File: src/rtl/snoop_pkg.sv
// snoop_pkg: shared encodings for the MSI snooping-coherence controller.
// Line states, bus messages, request opcodes and the transaction FSM states.
package snoop_pkg;

  typedef enum logic [1:0] {
    INVALID   = 2'b00,
    SHARED    = 2'b01,
    EXCLUSIVE = 2'b10
  } estado_t;

  typedef enum logic [1:0] {
    BUS_NONE   = 2'b00,
    WRITE_MISS = 2'b01,
    INVALIDATE = 2'b10,
    READ_MISS  = 2'b11
  } bus_t;

  typedef enum logic {
    READ  = 1'b0,
    WRITE = 1'b1
  } op_t;

  typedef enum logic [2:0] {
    OCIOSO,
    ANALISA,
    BARRAMENTO,
    WRITEBACK,
    MEMORIA,
    CONCLUI
  } fsm_t;

endpackage

File: src/rtl/snoop_arbitro_rr.sv
// snoop_arbitro_rr: round-robin request picker. Returns the first set request
// at or after the pointer, wrapping modulo N_PROC.
module snoop_arbitro_rr #(
  parameter  int N_PROC = 3,
  localparam int PW     = $clog2(N_PROC)
) (
  input  logic [N_PROC-1:0] req_valid,
  input  logic [PW-1:0]     ptr,
  output logic [PW-1:0]     gnt_idx,
  output logic              gnt_vld
);

  // Scan from the farthest offset down so the nearest requester wins
  always_comb begin
    gnt_idx = '0;
    gnt_vld = 1'b0;
    for (int i = N_PROC - 1; i >= 0; i--) begin
      if (req_valid[(int'(ptr) + i) % N_PROC]) begin
        gnt_idx = PW'((int'(ptr) + i) % N_PROC);
        gnt_vld = 1'b1;
      end
    end
  end

endmodule

File: src/rtl/snoop_coerencia.sv
// snoop_coerencia: MSI snooping-coherence transaction engine for N_PROC
// direct-mapped caches on one bus. Holds every cache's state/tag array, runs
// one transaction at a time and sequences write-backs and memory reads.
// Optional build macro SNOOP_ESTATISTICA_EN adds saturating 16-bit hit/miss
// counters on ports cont_hit/cont_miss.
module snoop_coerencia
  import snoop_pkg::*;
#(
  parameter  int N_PROC  = 3,
  parameter  int IDX_W   = 2,
  parameter  int TAG_W   = 4,
  parameter  int LAT_MEM = 4,
  localparam int ADDR_W  = TAG_W + IDX_W,
  localparam int PW      = $clog2(N_PROC)
) (
  input  logic                     clock,
  input  logic                     reset,
  input  logic [N_PROC-1:0]        req_valid,
  input  logic [N_PROC-1:0]        req_op,
  input  logic [N_PROC*ADDR_W-1:0] req_addr,
  output logic [N_PROC-1:0]        req_ack,
  output logic                     resp_hit,
  output logic [1:0]               bus_msg,
  output logic [PW-1:0]            bus_origem,
  output logic                     wb_valid,
  output logic [PW-1:0]            wb_proc,
  output logic                     aborta_acesso_mem,
  output logic                     mem_rd,
  output logic                     ocupado,
  input  logic [PW-1:0]            dbg_proc,
  input  logic [IDX_W-1:0]         dbg_idx,
  output logic [1:0]               dbg_estado
`ifdef SNOOP_ESTATISTICA_EN
  ,
  output logic [15:0]              cont_hit,
  output logic [15:0]              cont_miss
`endif
);

  localparam int LINES = 2 ** IDX_W;
  localparam int CW    = $clog2(LAT_MEM + 1);

  fsm_t             fsm_q;
  estado_t          est_q [N_PROC][LINES];
  logic [TAG_W-1:0] tag_q [N_PROC][LINES];

  logic [PW-1:0]    ptr_q;
  logic [PW-1:0]    proc_q;
  op_t              op_q;
  logic [TAG_W-1:0] tag_l_q;
  logic [IDX_W-1:0] idx_l_q;
  logic             hit_q;
  logic             vic_pend_q;
  logic             own_pend_q;
  logic             abort_q;
  logic [PW-1:0]    own_idx_q;
  logic [CW-1:0]    mem_cnt_q;

  logic [PW-1:0]    gnt_idx;
  logic             gnt_vld;

  estado_t          req_est;
  logic [TAG_W-1:0] req_tag;
  logic             a_hit;
  logic             a_vic;
  logic             a_own;
  logic [PW-1:0]    a_own_idx;

  snoop_arbitro_rr #(.N_PROC(N_PROC)) u_arbitro (
    .req_valid (req_valid),
    .ptr       (ptr_q),
    .gnt_idx   (gnt_idx),
    .gnt_vld   (gnt_vld)
  );

  assign ocupado    = (fsm_q != OCIOSO);
  assign dbg_estado = est_q[dbg_proc][dbg_idx];

  // Classify the latched request against the arrays: hit, victim, remote owner
  always_comb begin
    req_est   = est_q[proc_q][idx_l_q];
    req_tag   = tag_q[proc_q][idx_l_q];
    a_hit     = (req_est != INVALID) && (req_tag == tag_l_q);
    a_vic     = !a_hit && (req_est == EXCLUSIVE);
    a_own     = 1'b0;
    a_own_idx = '0;
    for (int p = 0; p < N_PROC; p++) begin
      if ((PW'(p) != proc_q) && (est_q[p][idx_l_q] == EXCLUSIVE) &&
          (tag_q[p][idx_l_q] == tag_l_q)) begin
        a_own     = 1'b1;
        a_own_idx = PW'(p);
      end
    end
  end

  // Transaction FSM with registered outputs and array updates
  always_ff @(posedge clock or posedge reset) begin
    if (reset) begin
      fsm_q             <= OCIOSO;
      ptr_q             <= '0;
      proc_q            <= '0;
      op_q              <= READ;
      tag_l_q           <= '0;
      idx_l_q           <= '0;
      hit_q             <= 1'b0;
      vic_pend_q        <= 1'b0;
      own_pend_q        <= 1'b0;
      abort_q           <= 1'b0;
      own_idx_q         <= '0;
      mem_cnt_q         <= '0;
      req_ack           <= '0;
      resp_hit          <= 1'b0;
      bus_msg           <= BUS_NONE;
      bus_origem        <= '0;
      wb_valid          <= 1'b0;
      wb_proc           <= '0;
      aborta_acesso_mem <= 1'b0;
      mem_rd            <= 1'b0;
      for (int p = 0; p < N_PROC; p++) begin
        for (int i = 0; i < LINES; i++) begin
          est_q[p][i] <= INVALID;
          tag_q[p][i] <= '0;
        end
      end
    end else begin
      // Pulsed outputs fall back to idle unless a transition drives them
      req_ack           <= '0;
      resp_hit          <= 1'b0;
      bus_msg           <= BUS_NONE;
      bus_origem        <= '0;
      wb_valid          <= 1'b0;
      wb_proc           <= '0;
      aborta_acesso_mem <= 1'b0;
      mem_rd            <= 1'b0;

      case (fsm_q)
        OCIOSO: begin
          if (gnt_vld) begin
            proc_q               <= gnt_idx;
            op_q                 <= op_t'(req_op[gnt_idx]);
            {tag_l_q, idx_l_q}   <= req_addr[gnt_idx*ADDR_W +: ADDR_W];
            ptr_q                <= (gnt_idx == PW'(N_PROC - 1)) ? '0 : gnt_idx + 1'b1;
            fsm_q                <= ANALISA;
          end
        end

        ANALISA: begin
          hit_q      <= a_hit;
          vic_pend_q <= a_vic;
          own_pend_q <= !a_hit && a_own;
          abort_q    <= !a_hit && a_own;
          own_idx_q  <= a_own_idx;
          if (a_hit && ((op_q == READ) || (req_est == EXCLUSIVE))) begin
            fsm_q    <= CONCLUI;
            req_ack  <= N_PROC'(1) << proc_q;
            resp_hit <= 1'b1;
          end else begin
            fsm_q             <= BARRAMENTO;
            bus_origem        <= proc_q;
            aborta_acesso_mem <= !a_hit && a_own;
            if (a_hit)
              bus_msg <= INVALIDATE;
            else if (op_q == READ)
              bus_msg <= READ_MISS;
            else
              bus_msg <= WRITE_MISS;
          end
        end

        BARRAMENTO: begin
          // Snoopers react to the message broadcast this cycle
          for (int p = 0; p < N_PROC; p++) begin
            if ((PW'(p) != proc_q) && (est_q[p][idx_l_q] != INVALID) &&
                (tag_q[p][idx_l_q] == tag_l_q)) begin
              if (bus_msg == READ_MISS) begin
                if (est_q[p][idx_l_q] == EXCLUSIVE)
                  est_q[p][idx_l_q] <= SHARED;
              end else begin
                est_q[p][idx_l_q] <= INVALID;
              end
            end
          end
          if (hit_q) begin
            fsm_q    <= CONCLUI;
            req_ack  <= N_PROC'(1) << proc_q;
            resp_hit <= 1'b1;
          end else if (vic_pend_q) begin
            fsm_q             <= WRITEBACK;
            vic_pend_q        <= 1'b0;
            wb_valid          <= 1'b1;
            wb_proc           <= proc_q;
            aborta_acesso_mem <= abort_q;
          end else if (own_pend_q) begin
            fsm_q             <= WRITEBACK;
            own_pend_q        <= 1'b0;
            wb_valid          <= 1'b1;
            wb_proc           <= own_idx_q;
            aborta_acesso_mem <= 1'b1;
          end else begin
            fsm_q     <= MEMORIA;
            mem_rd    <= 1'b1;
            mem_cnt_q <= CW'(LAT_MEM - 1);
          end
        end

        WRITEBACK: begin
          // Victim goes first; the owner write-back, if any, follows it
          if (own_pend_q) begin
            own_pend_q        <= 1'b0;
            wb_valid          <= 1'b1;
            wb_proc           <= own_idx_q;
            aborta_acesso_mem <= 1'b1;
          end else if (abort_q) begin
            fsm_q   <= CONCLUI;
            req_ack <= N_PROC'(1) << proc_q;
          end else begin
            fsm_q     <= MEMORIA;
            mem_rd    <= 1'b1;
            mem_cnt_q <= CW'(LAT_MEM - 1);
          end
        end

        MEMORIA: begin
          if (mem_cnt_q == '0) begin
            fsm_q   <= CONCLUI;
            req_ack <= N_PROC'(1) << proc_q;
          end else begin
            mem_cnt_q <= mem_cnt_q - 1'b1;
          end
        end

        CONCLUI: begin
          est_q[proc_q][idx_l_q] <= (op_q == READ) ? SHARED : EXCLUSIVE;
          tag_q[proc_q][idx_l_q] <= tag_l_q;
          fsm_q                  <= OCIOSO;
        end

        default: fsm_q <= OCIOSO;
      endcase
    end
  end

`ifdef SNOOP_ESTATISTICA_EN
  function automatic logic [15:0] sat_inc(input logic [15:0] v);
    return (v == 16'hFFFF) ? v : v + 16'd1;
  endfunction

  // Hit/miss statistics, counted once per completed transaction
  always_ff @(posedge clock or posedge reset) begin
    if (reset) begin
      cont_hit  <= '0;
      cont_miss <= '0;
    end else if (fsm_q == CONCLUI) begin
      if (hit_q)
        cont_hit <= sat_inc(cont_hit);
      else
        cont_miss <= sat_inc(cont_miss);
    end
  end
`endif

endmodule

File: config.mk
export PLATFORM = sky130hd
export DESIGN_NAME = snoop_coerencia
export DESIGN_NICKNAME = d
export VERILOG_FILES = /design/src/rtl/snoop_pkg.sv /design/src/rtl/snoop_arbitro_rr.sv /design/src/rtl/snoop_coerencia.sv
export SDC_FILE = /design/constraint.sdc
export NUM_CORES = 1
export LEC_CHECK = 0
export CAP_MARGIN = 20
export CORE_MARGIN = 1
export CORE_UTILIZATION = 60
export DETAILED_ROUTE_END_ITERATION = 8
export MAX_ROUTING_LAYER = met4
export PLACE_DENSITY_LB_ADDON = 0.2
export SLEW_MARGIN = 20
export SYNTH_ARGS = -nofsm -noshare
export SYNTH_HDL_FRONTEND = slang
export SYNTH_SLANG_ARGS = --single-unit
File: constraint.sdc
create_clock -name clock -period 5.3 [get_ports clock]
set_clock_uncertainty 0.05 [all_clocks]
set_input_delay 1.06 -clock clock [delete_from_list [all_inputs] [get_ports clock]]
set_output_delay 1.06 -clock clock [all_outputs]
set_load 0.005 [all_outputs]
### Word level (Yosys, flattened, before mapping)

Index checks and enable logic that the tools add are counted.

| storage, ports and cells | value |
|---|---|
| register bits after elaboration | 108 |
| input port bits | 30 |

| operators by class | value |
|---|---|
| add/sub/neg operators | 4 |
| $mul | 1 |
| div/mod/pow operators | 3 |
| $lt $le $gt $ge | 10 |
| equality and inequality tests | 31 |
| shift-type cells | 2 |
| muxes and demuxes | 134 |
| bitwise logic cells | 16 |
| reductions and logical operators | 40 |

Operators by type and width:

| cell | number |
|---|---|
| 8-bit two-way mux | 14 |
| 32-bit by 4-bit < comparator with 1-bit output, second input constant | 3 |
| 32-bit by 3-bit remainder unit with 32-bit output, second input constant | 2 |
| 3-bit two-way mux | 18 |
| 2-bit two-way mux | 26 |
| 48-bit bitwise mux | 1 |
| 16-bit two-way mux | 3 |
| 24-bit one-hot mux with 2 select lines | 1 |
| 4-bit two-way mux | 9 |
| 16-bit binary-select mux with 2-bit select | 1 |
| 4-bit binary-select mux with 2-bit select | 4 |
| 8-bit binary-select mux with 2-bit select | 2 |
| 16-bit demux with 2-bit select | 1 |
| 3-bit by 3-bit remainder unit with 32-bit output, second input constant | 1 |
| 1-bit two-way mux | 31 |
| 8-bit bitwise AND | 3 |
| 24-bit bitwise mux | 1 |
| 2-bit inequality test, second input constant | 11 |
| 2-bit binary-select mux with 2-bit select | 5 |
| 1-bit logical AND | 18 |
| 18-bit by 6-bit variable part select with 6-bit output | 1 |
| 8-bit demux with 2-bit select | 1 |
| 4-bit == test | 4 |
| 3-bit one-hot mux with 5 select lines | 1 |
| 38 further kinds | 79 |

### Longest topological paths before layout

Gate-level depths: netlist of the first run.

| logic depth | value |
|---|---|
| depth in word-level cells | 13 |
| gate-level depth with buffers | 11 |

### Cells and area by module

From an unflattened synthesis of the first run, not the netlist that was laid out.

| unflattened totals | value |
|---|---|
| cells, all modules | 573 |
| area total of the unflattened synthesis | 6236.0 µm² |

Modules (own cells, without submodules):

| module | instances | cells each | area an instance (µm²) | seq. area each (µm²) |
|---|---|---|---|---|
| snoop_coerencia | 1 | 544 | 6013.3 | 2702.6 |
| snoop_arbitro_rr | 1 | 29 | 222.7 | 0.0 |

### Worst setup path after synthesis of the first run

OpenSTA, ideal clock, no wires.

| path | value |
|---|---|
| path type | input to output |
| start point | in dbg_idx[1] |
| end point | out dbg_estado[0] |
| data arrival time | 2.052 ns |
| path slack | 2.138 ns |
| cell stages on the path | 4 |
| cells stage by stage | clkbuf_1 > mux4_2 > mux2i_1 > o21ai_0 |

| between the ends | value |
|---|---|
| cells in the longest elaborated chain, start to end | 4 |

RTL lines:

| element | RTL line | text |
|---|---|---|
| from (decl) | snoop_coerencia.sv:31 | `input logic [IDX_W-1:0] dbg_idx,` |
| 2-bit inverter with 3-bit output (not written as such) | snoop_coerencia.sv:77 | `assign dbg_estado = est_q[dbg_proc][dbg_idx];` |
| 2-bit binary-select mux with 2-bit select | snoop_coerencia.sv:77 |  |
| 2-bit two-way mux (not written as such) (2 in a row) | snoop_coerencia.sv:77 |  |
| to (decl) | snoop_coerencia.sv:32 | `output logic [1:0] dbg_estado` |

No other way between the ends. The select of a mux whose other input is x is not followed.

### Final worst setup path of the first run

| path | value |
|---|---|
| start point | in dbg_proc[1] |
| end point | out dbg_estado[1] |

| between the ends | value |
|---|---|
| cells in the longest elaborated chain, start to end | 7 |

RTL lines:

| element | RTL line | text |
|---|---|---|
| from (decl) | snoop_coerencia.sv:30 | `input logic [PW-1:0] dbg_proc,` |
| 2-bit inverter with 3-bit output (not written as such) | snoop_coerencia.sv:77 |  |
| 8-bit binary-select mux with 2-bit select | snoop_coerencia.sv:77 |  |
| 8-bit two-way mux (not written as such) (2 in a row) | snoop_coerencia.sv:77 |  |
| 2-bit binary-select mux with 2-bit select | snoop_coerencia.sv:77 |  |
| 2-bit two-way mux (not written as such) (2 in a row) | snoop_coerencia.sv:77 |  |

No other way between the ends. The select of a mux whose other input is x is not followed.

==> metrics.yaml, run 1 <==
ys_seq_area_frac: 0.443
yosysTopAreaCellShare: 0.443
outcome: "finished clean"
place_congestion: 0.894
num_vias: 4740
antenna_found_initial: 0
track_usage: 0.316
clock_latency_ns: 0.39
antennaDiodeCount: 0
htree_levels: 3
yosysTopAreaCell: "dfrtp_1"
synth.area.top_cells: "dfrtp_1 44%, mux4_2 8.9%, mux2_2 7.9%"
worstSetupPathType: "input port to output port"
nets: 622
end_kind: "output port"
yosysWarnings: 0
critical_path.cell_chain: "clkdlybuf4s50_1 > mux4_2 > mux2i_1 > o21ai_0 > clkdlybuf4s50_1"
ir_drop_mv: 0.308
die_w_um: 103
synthTopCellsByCount: "108 x dfrtp_1, 57 x nand2_1, 43 x mux2_2"
grt_pass1_vias: 4768
synth_edf_count: 0
wire_per_inst_um: 20.2
timing.max_cap.violations: 0
ant_nets: 0
cpMaxStageDelayCell: "clkdlybuf4s50_1"
fp.coreArea_um2: 9820
slew_headroom: 0.352
cts_num_sinks: 108
syn_area_per_cell_um2: 10.8
worst_slew_pin_slew_ns: 0.965
finish.instance_area_um2: 6780
fmax_mhz: 247
rsz0062_at_grt: "false"
netlist_area_um2: 6100
portBuffers: 45
hold_ws_ns: 0.440
power_density_nw_per_um2: 529
clk_pin_slew_worst_paths_ns: 0.10
slew_viol_final: 0
cts_buffers: 9
rows: 36
placed_area_um2: 6580
synthArstFlopShare: 1.00
clockBufferDepth: 2
syn-num-nets: 599
synth.most_common_cell: "dfrtp_1"
setup_viol: 0
synthFlopType: "dfrtp_1"
totalWireLength_mm: 14.7
area_delta_synth_final_pct: 11.1
total_power_uw: 3590
grt_max_degree: 80
post-cts-setup-buffer-count: 0
hp-class: "flop to flop"
crit_arrival_ns: 2.93
synth-seq-cells: 108
grt.overflow.total: 0
crit_path_max_fanout: 6
post-route-drc-count: 0
first_iter_violations: 283
finalHoldViolCount: 0
synth_cell_type_count: 63
p_leak_uw: 0.00292
fillers: 780
viasPerCell: 6.53
grt_pass1_wl_mm: 24.2
fin_crit_sh: 0.762
slowest_delay_ns: 0.62
dieArea_um2: 10600
cp.required_ns: 4.19
final_util: 0.690
drive_gt1_frac: 0.164
dp_hpwl_mm: 10.5
initial_core_util: 0.621
die_h_um: 103
synth_cells: 565
first_pass_iters: 5
crit_top_cell: "clkdlybuf4s50_1"
clockRootBuffer: "clkbuf_8"
cts_tree: "built"
setup-tns-final_ns: 0
period_needed_ns: 4.04
cts_resized: 0
startpoint_type: "input port"
pin_count: 46
ctsHoldBuffers: 0
==> worst paths after layout <==
path                             start       endpoint  slack, ns  depth (start not counted)
setup / recovery           dbg_proc[1]  dbg_estado[1]       1.26                          5
hold / removal               tag_q[45]      tag_q[45]       0.44                          2
setup reg to reg            idx_l_q[1]           flop       2.07                          6
hold reg to reg              tag_q[45]      tag_q[45]       0.44                          2
max in group asynchronous        reset      est_q[11]       3.03                          3
min in group asynchronous        reset     own_pend_q       1.18                          2
==> critical path, delay by kind of cell <==
| kind | cells | cell delay (ns) |
|---|---|---|
| compound gates | 1 | 0.11 |
| mux | 2 | 0.68 |
| buf+inv | 2 | 1.08 |
==> per-stage QoR <==
stage / worst slack (ns) / cells
final: 1.26 / 726
after global routing: 1.16 / 726
after floorplan: 1.34 / 565
after global placement: 1.33 / 710
after detailed placement: 1.24 / 710
after CTS: 1.25 / 726
==> where the power goes <==
group	internal, µW	leakage [µW]	total, µW	switching [µW]
combinational	763	0.00138	1620	860
sequential	1100	0.00145	1470	370
clock	182	0.0000914	493	310
==> logic make-up (layout without fill, tap and decap cells) <==
family                     Yosys count  in the layout  synth area share
AOI/OAI and AO/OA                  136            136             0.158
DFF                                108            108             0.443
adders and majority gates            6              6            0.0115
muxes                               91             91             0.210
and+or+nand+nor                    165            165             0.130
buffers and inverters               51             79            0.0355
xor gates and xnor gates             8              8            0.0115
==> metal layers <==
metal	routed length, µm	global-route usage	share of wire
met1	6190	0.403	0.42
met2	7200	0.491	0.49
met3	965	0.0678	0.066
met4	335	0.130	0.023
met5	0	-	0
==> cell usage in the layout, fill, tap and decap left out, drive strengths merged, types with 3 or more instances in the layout <==
cell and instances:
a21o 4, a21oi 26, a22oi 10, a32o 7, and2 3, and3 7, buf 3, clkbuf 9
clkdlybuf4s50 45, dfrtp 108, ha 4, inv 18, mux2 54, mux2i 13, mux4 24, nand2 57
nand2b 12, nand3 13, nand3b 5, nor2 37, nor2b 5, nor3 11, o2111ai 5, o211a 3
o211ai 5, o21ai 36, o22ai 5, o2bb2ai 9, o31ai 10, xnor2 8
==> cell type report <==
type	instances	area [µm²]	share of cell area
clock inverter	7	66.3	0.00978
timing repair buffer	48	473	0.0698
multi-input combinational	406	3190	0.470
clock buffer	9	124	0.0183
sequential	108	2700	0.399
inverter	15	58.8	0.00868
tap	133	166	0.0246
(Power assumes the default switching activity.)
==> inputs of run 2 (changes only) <==
- CORE_UTILIZATION: 60 -> 53
- clock period: 5.3 -> 3.7 ns (I/O delays scaled with it)
==> run 2 against run 1 <==
Net effect:
- first-iteration DRC count grew 22%
- total power up 51%
- hold slack worse by 0.0059 ns
- clock power rose by 93%
- critical path type unchanged
- combinational power increased by 48%
- final cell count grew 1.1%
- sequential power grew 41%
==> metrics.yaml, run 2 (synthesis results as in run 1) <==
fmax_mhz: 295
ir_drop_mv: 0.527  # +71%
min_from: "own_idx_q[1]"
use_met2: 0.444  # -0.0474
nets: 624  # +0.32%
outcome: "finished clean"
grt.busiest_layer: "met2"
die_w_um: 109  # +6.3%
track_usage: 0.276  # -0.0398
num_vias: 4679  # -1.3%
die_h_um: 109  # +6.3%
finalHoldViolCount: 0  # unchanged
cts_buffers: 9  # unchanged
cts_resized: 0  # unchanged
first_pass_iters: 5  # unchanged
dp_hpwl_mm: 10.4  # -0.90%
setup_viol: 0  # unchanged
cts_num_sinks: 108  # unchanged
clk_pin_slew_worst_paths_ns: 0.07  # -0.03 ns
grt_max_degree: 59  # -26%
timing.max_cap.violations: 0  # unchanged
finish.instance_area_um2: 6920  # +2.1%
clock_latency_ns: 0.35  # -0.04 ns
clockRootBuffer: "clkbuf_16"
mostFrequentLayoutCell: "dfrtp_1"
worstSetupPathType: "input port to output port"
dp_cells: 719  # +1.3%
ctsHoldBuffers: 0  # unchanged
most-common-layout-cells: "108 x dfrtp_1, 57 x nand2_1, 45 x clkdlybuf4s50_1, 43 x mux2_2, 36 x nor2_1"
initial_core_util: 0.553  # -0.0682
rows: 38  # +5.6%
worst_slew_pin_slew_ns: 0.999  # +0.0345 ns
grt.overflow.total: 0  # unchanged
area_delta_synth_final_pct: 13.4
dpl_worst_slack_ns: 0.296  # -0.946 ns
grt_pass1_vias: 4686  # -1.7%
power_density_nw_per_um2: 784  # +48%
crit_arrival_ns: 2.60  # -0.33 ns
rsz0062_at_grt: "false"
regToRegStartpoint: "idx_l_q[1]"
ant_nets: 0  # unchanged
first_iter_violations: 346  # +22%
antenna_found_initial: 0  # unchanged
min_path_cells: 2  # unchanged
p_leak_uw: 0.00298  # +2.1%
dieArea_um2: 11900  # +13%
fp.coreArea_um2: 11000  # +12%
viasPerCell: 6.37  # -2.4%
totalWireLength_mm: 14.8  # +0.57%
total_power_uw: 5420  # +51%
antennaDiodeCount: 0  # unchanged
slew_headroom: 0.332  # -0.0200
wire_per_inst_um: 20.1  # -0.53%
crit_path_max_fanout: 6  # unchanged
r2r_setup_slack_ns: 0.53  # -1.54 ns
startpoint_type: "input port"
hp-class: "flop to flop"
portBuffers: 45  # unchanged
cp.required_ns: 2.91  # -1.28 ns
use_met3: 0.0604  # -0.00743
slew_viol_final: 0  # unchanged
place_congestion: 0.899  # +0.49%
fin_crit_sh: 0.917
post-route-drc-count: 0  # unchanged
grt_pass1_wl_mm: 24.0  # -0.85%
drive_gt1_frac: 0.158  # -0.00533
post-cts-setup-buffer-count: 0  # unchanged
placed_area_um2: 6630  # +0.74%
timing.final.ws_setup_ns: 0.308  # -0.951 ns
end_kind: "output port"
globalRouteMet1Util: 0.353  # -0.0507
pin_count: 46  # unchanged
htree_levels: 3  # unchanged
setup-tns-final_ns: 0  # unchanged
r2r_cells: 7  # +1
period_needed_ns: 3.39
clockBufferDepth: 2  # unchanged
instances_no_fill: 734  # +1.1%
cts_tree: "built"
holdPathEnd: "own_idx_q[1]"
[run 2: cell count changes in the layout (fill, tap and decap cells not counted), moves of 2 or more]
cell / change
clkbuf_1: +3
buf_12: +2
clkbuf_16: +9
clkbuf_8: -9
clkinv_4: -2
inv_8: -3
[run 2: through the flow]
stage / util / hold slack [ns]
after detailed placement: 0.601 / 0.418
after CTS: 0.627 / 0.435
after floorplan: - / 0.392
after global placement: 0.601 / 0.408
final: 0.627 / 0.434
after global routing: 0.627 / 0.450
[run 2: worst max-delay path by stage]
stage                     from                          to  slack [ns]  depth (start not counted)
floorplan                reset  asynchronous set/reset pin        0.06                          1
detailed placement  dbg_idx[1]               dbg_estado[0]        0.30                          5
finish              dbg_idx[1]               dbg_estado[0]        0.31                          5
global route        dbg_idx[1]               dbg_estado[0]        0.19                          5
global placement    dbg_idx[1]               dbg_estado[0]        0.31                          5
CTS                 dbg_idx[1]               dbg_estado[0]        0.29                          5
[run 2: per-layer routing]
layer	vias up	routed length, µm
met1	2366	6470
met4	0	246
met3	16	782
li1	2149	-
met2	148	7270
met5	-	0
[run 2: final cells by class]
cell class	count	area (µm²)
clock buffers	12	236
clock inverters	3	46.3
fillers	890	4110
inverters	15	58.8
multi-input cells	406	3190
flip-flops and latches	108	2700
well taps	140	175
repair buffers	50	513
[run 2: power by group]
part	internal (µW)	switching [µW]	leakage [µW]	total, µW
Combinational	1120	1280	0.00140	2400
Sequential	1580	490	0.00145	2070
Clock	525	425	0.000133	950
[run 2: critical path: stages]
cell	delay, ns
clkdlybuf4s50_1	0.65
mux4_2	0.54
mux2i_1	0.14
o21ai_0	0.08
clkdlybuf4s50_1	0.44
